File: src/rtl/counter_pkg.sv
// Shared constants and terminal-value helpers for the up/down counter.
package counter_pkg;

   localparam int DEFAULT_WIDTH = 4;
   localparam int MAX_WIDTH     = 16;

   localparam logic DIR_UP   = 1'b1;
   localparam logic DIR_DOWN = 1'b0;

   // Helpers return a MAX_WIDTH value; callers truncate to their own width.
   function automatic logic [MAX_WIDTH-1:0] allOnes(input int width);
      return {MAX_WIDTH{1'b1}} >> (MAX_WIDTH - width);
   endfunction

   function automatic logic [MAX_WIDTH-1:0] zeroVal(input int width);
      return {MAX_WIDTH{1'b0}} & ({MAX_WIDTH{1'b1}} >> (MAX_WIDTH - width));
   endfunction

endpackage

File: src/rtl/counter_next.sv
// Next-state logic for the counter: load, up/down step, wrap or saturate.
// Saturating behaviour is selected by defining COUNTER_SATURATE_EN.
module counter_next
   import counter_pkg::*;
#(
   parameter int WIDTH = DEFAULT_WIDTH
) (
   input  logic [WIDTH-1:0] i_q,
   input  logic             i_ld,
   input  logic             i_upDown,
   input  logic [WIDTH-1:0] i_d,
   output logic [WIDTH-1:0] o_nextQ,
   output logic             o_nextTc
);

   logic [WIDTH-1:0] w_max;
   logic [WIDTH-1:0] w_min;

   assign w_max = WIDTH'(allOnes(WIDTH));
   assign w_min = WIDTH'(zeroVal(WIDTH));

   // A step that hits a limit either wraps or sticks; both raise tc.
   always_comb begin
      o_nextQ  = i_q;
      o_nextTc = 1'b0;
      if (i_ld) begin
         o_nextQ = i_d;
      end else if (i_upDown == DIR_UP) begin
         if (i_q == w_max) begin
            o_nextTc = 1'b1;
`ifdef COUNTER_SATURATE_EN
            o_nextQ  = w_max;
`else
            o_nextQ  = w_min;
`endif
         end else begin
            o_nextQ = i_q + WIDTH'(1);
         end
      end else begin
         if (i_q == w_min) begin
            o_nextTc = 1'b1;
`ifdef COUNTER_SATURATE_EN
            o_nextQ  = w_min;
`else
            o_nextQ  = w_max;
`endif
         end else begin
            o_nextQ = i_q - WIDTH'(1);
         end
      end
   end

endmodule

File: src/rtl/counter.sv
// Loadable up/down counter with registered terminal-count flag.
// Define COUNTER_SATURATE_EN to saturate at the limits instead of wrapping.
module counter
   import counter_pkg::*;
#(
   parameter int WIDTH = DEFAULT_WIDTH
) (
   input  logic             clk,
   input  logic             rst,
   input  logic             ld,
   input  logic             upDown,
   input  logic [WIDTH-1:0] d,
   output logic [WIDTH-1:0] q,
   output logic             tc
);

   logic [WIDTH-1:0] r_q;
   logic             r_tc;
   logic [WIDTH-1:0] w_nextQ;
   logic             w_nextTc;

   counter_next #(
      .WIDTH(WIDTH)
   ) u_next (
      .i_q      (r_q),
      .i_ld     (ld),
      .i_upDown (upDown),
      .i_d      (d),
      .o_nextQ  (w_nextQ),
      .o_nextTc (w_nextTc)
   );

   always_ff @(posedge clk or posedge rst) begin
      if (rst) begin
         r_q  <= '0;
         r_tc <= 1'b0;
      end else begin
         r_q  <= w_nextQ;
         r_tc <= w_nextTc;
      end
   end

   assign q  = r_q;
   assign tc = r_tc;

endmodule

File: config.mk
export PLATFORM = sky130hd
export DESIGN_NAME = counter
export DESIGN_NICKNAME = d
export VERILOG_FILES = /design/src/rtl/counter_pkg.sv /design/src/rtl/counter_next.sv /design/src/rtl/counter.sv
export SDC_FILE = /design/constraint.sdc
export NUM_CORES = 1
export LEC_CHECK = 0
export ABC_AREA = 1
export ABC_CLOCK_PERIOD_IN_PS = 1550
export CAP_MARGIN = 20
export CORE_AREA = 2 2 39 41
export DETAILED_ROUTE_END_ITERATION = 7
export DIE_AREA = 0 0 41 43
export MAX_ROUTING_LAYER = met4
export PLACE_DENSITY = 0.5
export SYNTH_ARGS = -nofsm -noshare
export SYNTH_HDL_FRONTEND = slang
export SYNTH_SLANG_ARGS = --single-unit
File: constraint.sdc
create_clock -name clk -period 1.55 [get_ports clk]
set_input_delay 0.31 -clock clk [delete_from_list [all_inputs] [get_ports clk]]
set_output_delay 0.31 -clock clk [all_outputs]
set_load 0.01 [all_outputs]
[After elaboration in Yosys (flattened, before gate mapping)]
Cells that the tools add are included.
Word-level totals
  input bits: 8
  output and inout port bits: 5
  bits in registers: 5
Operators by class
  equal/unequal tests: 1
  muxes and demuxes: 8
  add/subtract/negate cells: 2
  reduce and logical (&&, ||, !) cells: 1
Operator list (number)
  4-bit 2-to-1 mux: 4
  4-bit by 1-bit adder with 4-bit output (second input constant): 1
  4-bit == test (second input constant): 1
  4-bit logical NOT: 1
  1-bit 2-to-1 mux: 4
  4-bit by 1-bit subtractor with 4-bit output (second input constant): 1

[Longest topological paths before layout]
Gate-level depths: netlist of the first run.
  depth after elaboration: 4
  mapped depth: 8
  gate-level depth less buffers: 8

[Hierarchy]
Synthesis of the first run repeated with hierarchy kept, for this count alone.
Unflattened totals
  cells, all modules: 48
  area total of the unflattened synthesis: 349.1 um2
By module, submodules not included
  counter_next: sequential area each 0.0 um2, instances 1, cells an instance 42, area an instance 220.2 um2
  counter: sequential area each 125.1 um2, instances 1, cells an instance 6, area an instance 128.9 um2

[Worst setup path after synthesis of the first run]
Ideal clock, no wire load.
  path type: flip-flop to flip-flop
  start: reg r_q[0], in the netlist q[0]
  end: reg r_q[3], in the netlist q[3]
  data required time: 1437 ps
  period minus slack after synthesis: 1185 ps
  data arrival time: 1072 ps
  slack: 365 ps
  stages on the path, launching flop included: 9
  cells stage by stage: dfrtp_1 inv_1 ha_1 nand2_1 nor2_2 nor2_1 nand3_1 nand2_1 inv_1
On the way
  cells in the longest elaborated chain, start to end: 4
Ends and longest elaborated chain
  start: declaration: RTL line counter.sv:17  | logic [WIDTH-1:0] r_q;
  start signal: assignment: RTL line counter.sv:38  | r_q <= w_nextQ;
  4-bit by 1-bit subtractor with 4-bit output (tied with other cells): RTL line counter_next.sv:48  | o_nextQ = i_q - WIDTH'(1);
  4-bit 2-to-1 mux (on tied branches): RTL line counter_next.sv:40, counter_next.sv:29
  4-bit 2-to-1 mux *: RTL line counter_next.sv:28  | end else if (i_upDown == DIR_UP) begin
  4-bit 2-to-1 mux *: RTL line counter_next.sv:26  | if (i_ld) begin
  net u_next.o_nextQ[3]: RTL line counter_next.sv:12  | output logic [WIDTH-1:0] o_nextQ,
Mark *: on every way through the listed nets, which the timed path passes. The rest lies on a longest branch.

[Worst setup path after layout of the first run]
  start: reg r_q[3], in the netlist q[3]
  end: out q[3]
RTL lines
  end: declaration: RTL line counter.sv:13  | output logic [WIDTH-1:0] q,
No word-level cell between the ends.

==> results of run 1 <==
==> what timing repair did <==
item | in CTS | in global routing
setup buffers | 0 | 1
resized for setup | 2 | 2
hold endpoints to repair | 0 | 0
setup endpoints to repair | 2 | 3
==> layout make-up <==
class                   instances  share of cell area
flip-flops and latches          5               0.243
repair buffers                 14               0.267
clock buffers                   4              0.0500
multi-input cells              37               0.345
inverters                       8              0.0571
well taps                      16              0.0381
==> routing by layer <==
metal,GRT usage,share of wire
met1,0.110,0.42
met2,0.153,0.51
met3,0.0785,0.069
met4,0.0400,0
met5,-,0
==> cell families (layout without fill, tap and decap cells) <==
kind of cell             Yosys count  in the layout  synth area share
AND/OR/NAND/NOR                   30             30             0.363
buffers and inverters              9             26             0.103
flip-flops                         5              5             0.366
AO/OA/AOI/OAI                      3              3            0.0439
adder cells (fa/ha/maj)            2              2            0.0732
XOR/XNOR                           2              2            0.0513
==> registers in the layout (all words and copies together), names as in the netlist <==
name / cells
q: 4
tc: 1
==> cells in the final DEF (no fill, tap or decap), drive strengths merged <==
cell,count
buf,2
clkbuf,4
clkdlybuf4s50,10
dfrtp,5
dlymetal6s2s,2
ha,2
inv,8
nand2,15
nand3,5
nand4,1
nor2,9
o21ai,3
xnor2,1
xor2,1
==> worst reg2reg max path: stages (launching register included) <==
cell and delay, ps:
dfrtp_2 400, inv_1 80, ha_1 220, nand2_1 80, nor2_2 50, nor2_1 90
nand3_1 90, nand2_1 60, inv_1 40
==> power by group through the flow <==
stage	Combinational, uW	Clock (uW)	Sequential, uW
finish	174	149	170
floorplan	81.4	0	182
global route	197	172	174
detailed placement	170	0	173
global placement	172	0	173
CTS	171	157	172
==> worst max path at each step <==
stage / endpoint / from
6_report: q[3] / q[3]$_DFF_PP0_
5_1_grt: q[3] / q[3]$_DFF_PP0_
4_1_cts: q[3] / q[3]$_DFF_PP0_
3_5_place_dp: q[0]$_DFF_PP0_ / upDown
3_3_place_gp: q[0]$_DFF_PP0_ / upDown
2_1_floorplan: q[3]$_DFF_PP0_ / q[0]$_DFF_PP0_
==> stage by stage <==
stage | area [um2] | instances | power, uW | worst slack, ps | hold WS (ps)
finish | 526 | 84 | 493 | 60.1 | 270
floorplan | 342 | 51 | 263 | 365 | 88.5
detailed placement | 484 | 79 | 343 | 80.0 | 532
CTS | 513 | 83 | 500 | 3.83 | 271
global placement | 484 | 79 | 345 | 76.0 | 522
global route | 526 | 84 | 543 | 4.28 | 286
==> impl_metrics.json, run 1 <==
{
  "vdd_ir_drop_max_v": 0.000535,
  "multi_input_area_um2": 181,
  "synth_warnings": 0,
  "rsz0062_at_grt": "false",
  "critPathLaunchType": "flip-flop",
  "wire_per_inst_um": 8.48,
  "grt_pass1_wl_um": 1190,
  "route.vias.total": 353,
  "yosys-top-cells-count": "nand2_1 (15), inv_1 (8), nor2_1 (8), dfrtp_1 (5), nand3_1 (5)",
  "cp.arrival_ps": 1180,
  "hold_buffers": 0,
  "ios": 13,
  "clk_pin_slew_worst_paths_ps": 40,
  "tightest_slew_ps": 288,
  "regArea_um2": 128,
  "seq_power_share": 0.346,
  "skew_ps": 1.19,
  "worst-path-buf-inv": 1,
  "max_freq_mhz": 671,
  "root_buffer": "clkbuf_4",
  "fin_util": 0.380,
  "start_util": 0.247,
  "syn_inst": 51,
  "period_share": 0.961,
  "ys_seq_elements": 5,
  "hpwl_um": 583,
  "first_pass_iters": 2,
  "path_max_fanout": 4,
  "netlist.area_leader.share": 0.366,
  "finalMaxSlewViolations": 0,
  "fillCellCount": 152,
  "grt_pass1_vias": 315,
  "synth_largest_area_cell": "dfrtp_1",
  "syn2layout_area_growth_pct": 53.8,
  "pwr-share-comb": 0.353,
  "yosysMostFrequentCell": "nand2_1",
  "netSwitchingPower_uw": 153,
  "cpLargestDelayFamily": "buffers and inverters",
  "path_cells": "clkdlybuf4s50_1",
  "die_w_um": 41,
  "swShare": 0.311,
  "synth.area.top_cells": "dfrtp_1 (37%), nand2_1 (16%), inv_1 (8.8%)",
  "crit_path_end_kind": "output port",
  "status": "finished, final reports clean",
  "worst_path_largest_cell_delay_ps": 550,
  "syn_nets": 61,
  "rows": 14,
  "synth_edf_count": 0,
  "r2r_slack_ps": 350,
  "period_needed_ps": 1490,
  "drt_wl_total_um": 712,
  "synthesis.area_um2": 342,
  "pwr-share-clk": 0.301,
  "async_reset_ff_frac": 1.00,
  "relSlewSlack": 0.808,
  "clock-sinks": 5,
  "powerDensity_nw_per_um2": 938,
  "die_y_um": 43,
  "hold_path_class": "in -> async",
  "rr_startpoint": "q[0]$_DFF_PP0_",
  "place.gp.congestion": 0.751,
  "grt_max_degree": 10,
  "drc_errors": 0,
  "ys_types": 12,
  "cap_violations": 0,
  "drive_gt1_frac": 0.118,
  "setup_viol": 0,
  "nets": 79,
  "hold_viol": 0,
  "grt.overflow.total": 0,
  "finalSetupTns_ps": 0,
  "core-area_um2": 1380,
  "io_buffers": 12,
  "grt_util_all_layers": 0.107,
  "cts_tree": "done",
  "yosysSeqAreaShare": 0.366,
  "reg2reg_to": "q[3]$_DFF_PP0_",
  "clockBufferDepth": 2,
  "p_int_uw": 339,
  "drt.antenna.violating_nets": 0,
  "viasPerCell": 4.20,
  "cp.required_ps": 1240,
  "antennaDiodeCount": 0,
  "path_class": "reg -> out",
  "path_depth": 1,
  "antenna_found_initial": 0,
  "insertion_delay_ps": 240,
  "die_area_um2": 1760,
  "syn_avg_cell_area_um2": 6.70,
  "critPathSlowestCell": "clkdlybuf4s50_1",
  "synthFlopType": "dfrtp_1",
  "drt_iter0_drc": 3,
  "p_leak_uw": 0.000282,
  "worstRegToRegCells": 8,
  "numCtsBuffers": 3,
  "h-tree-depth": 1
}
Power figures use the tool's default switching activity.
==> inputs of run 2 (changes only) <==
--- a/config.mk
+++ b/config.mk
@@ -13,6 +13,7 @@
 export DIE_AREA = 0 0 41 43
 export MAX_ROUTING_LAYER = met4
 export PLACE_DENSITY = 0.5
+export REMOVE_ABC_BUFFERS = 1
 export SYNTH_ARGS = -nofsm -noshare
 export SYNTH_HDL_FRONTEND = slang
 export SYNTH_SLANG_ARGS = --single-unit
==> impl_metrics.json, run 2 (same netlist as run 1, synthesis figures left out) <==
{
  "h-tree-depth": 1,
  "die_area_um2": 1760,
  "netSwitchingPower_uw": 159,
  "grt_util_all_layers": 0.107,
  "rr_startpoint": "q[1]$_DFF_PP0_",
  "postLayoutCellArea_um2": 529,
  "cpLargestDelayFamily": "buffers and inverters",
  "swShare": 0.315,
  "drt_wl_total_um": 753,
  "grt_max_degree": 10,
  "pwr-share-comb": 0.380,
  "viasPerCell": 4.26,
  "io_buffers": 12,
  "syn2layout_area_growth_pct": 54.9,
  "path_cells": "clkdlybuf4s50_1",
  "path_class": "reg -> out",
  "period_share": 0.933,
  "skew_ps": 7.37,
  "antenna_found_initial": 0,
  "period_needed_ps": 1450,
  "drive_gt1_frac": 0.116,
  "die_w_um": 41,
  "finalMaxSlewViolations": 0,
  "tightest_slew_ps": 316,
  "drt_iter0_drc": 8,
  "crit_path_end_kind": "output port",
  "relSlewSlack": 0.789,
  "insertion_delay_ps": 240,
  "status": "finished, final reports clean",
  "root_buffer": "clkbuf_4",
  "die_y_um": 43,
  "worst-path-buf-inv": 1,
  "critPathSlowestCell": "clkdlybuf4s50_1",
  "cap_violations": 0,
  "hold_buffers": 0,
  "drt.antenna.violating_nets": 0,
  "nets": 80,
  "hpwl_um": 563,
  "core-area_um2": 1380,
  "dpl-instance-area_um2": 484,
  "grt_pass1_vias": 301,
  "drc_errors": 0,
  "largest_reg_flops": 4,
  "r2r_slack_ps": 320,
  "clk_pin_slew_worst_paths_ps": 50,
  "rsz0062_at_grt": "false",
  "path_max_fanout": 2,
  "seq_power_share": 0.320,
  "critPathLaunchType": "flip-flop",
  "worstRegToRegCells": 7,
  "grt_pass1_wl_um": 1190,
  "clockBufferDepth": 2,
  "cts_tree": "done",
  "hold_path_class": "in -> async",
  "powerDensity_nw_per_um2": 955,
  "cp.arrival_ps": 1140,
  "max_freq_mhz": 691,
  "hold_viol": 0,
  "antennaDiodeCount": 0,
  "p_int_uw": 346,
  "pwr-share-clk": 0.300,
  "numCtsBuffers": 3,
  "place.gp.congestion": 0.761,
  "p_leak_uw": 0.000278,
  "vdd_ir_drop_max_v": 0.000613,
  "final_common_cell": "nand2_1",
  "start_util": 0.247,
  "setup_viol": 0,
  "fillCellCount": 149,
  "p_total_uw": 506,
  "clock-sinks": 5,
  "cp.required_ps": 1240,
  "wire_per_inst_um": 8.86,
  "reg2reg_to": "q[0]$_DFF_PP0_",
  "worst_path_largest_cell_delay_ps": 540,
  "rows": 14,
  "first_pass_iters": 4,
  "ios": 13,
  "final_cell_mix": "nand2_1 (15), clkdlybuf4s50_1 (11), inv_1 (8), nor2_1 (8), nand3_1 (5)",
  "finalSetupTns_ps": 0,
  "route.vias.total": 362,
  "grt.overflow.total": 0
}
run 2: how the worst max path moves through the flow:
stage | startpoint | to | slack [ps] | cells past startpoint
after CTS | q[0]$_DFF_PP0_ | q[0] | 30 | 1
final | q[3]$_DFF_PP0_ | q[3] | 100 | 1
after global routing | q[1]$_DFF_PP0_ | q[1] | 70 | 1
after global placement | upDown | q[0]$_DFF_PP0_ | 80 | 6
after floorplan | q[0]$_DFF_PP0_ | q[3]$_DFF_PP0_ | 370 | 8
after detailed placement | upDown | q[0]$_DFF_PP0_ | 70 | 6
run 2: metal layers:
layer	routed length, um	track usage	vias to the layer above
met5	0	-	-
met4	0	0.0400	0
met3	59	0.0628	0
met2	342	0.144	11
met1	351	0.128	160
li1	-	-	191
run 2: cell type report:
class | count | area, um2 | area share
clock buffers | 4 | 26.3 | 0.0496
well taps | 16 | 20.0 | 0.0378
inverters | 8 | 30.0 | 0.0567
repair buffers | 15 | 145 | 0.274
flip-flops and latches | 5 | 126 | 0.239
multi-input cells | 37 | 181 | 0.343
run 2: metrics by stage:
step | std cells | utilization | hold WS [ps] | setup WS [ps]
after floorplan | 50 | - | 88.5 | 365
after global placement | 79 | 0.350 | 527 | 77.2
after detailed placement | 79 | 0.350 | 532 | 70.6
after CTS | 85 | 0.381 | 268 | 33.1
after global routing | 85 | 0.382 | 281 | 73.2
final | 85 | 0.382 | 267 | 103
run 2: power by group through the flow:
stage | sequential, uW | combinational [uW] | clock (uW)
after floorplan | 182 | 78.4 | 0
after CTS | 162 | 194 | 159
after detailed placement | 172 | 171 | 0
after global placement | 173 | 172 | 0
final | 162 | 192 | 152
after global routing | 164 | 215 | 170
run 2: what timing repair did:
| action | 4_1_cts | 5_1_grt |
|---|---|---|
| gates resized for setup | 1 | 1 |
| buffers inserted | 2 | 0 |
| setup endpoints to repair | 3 | 1 |
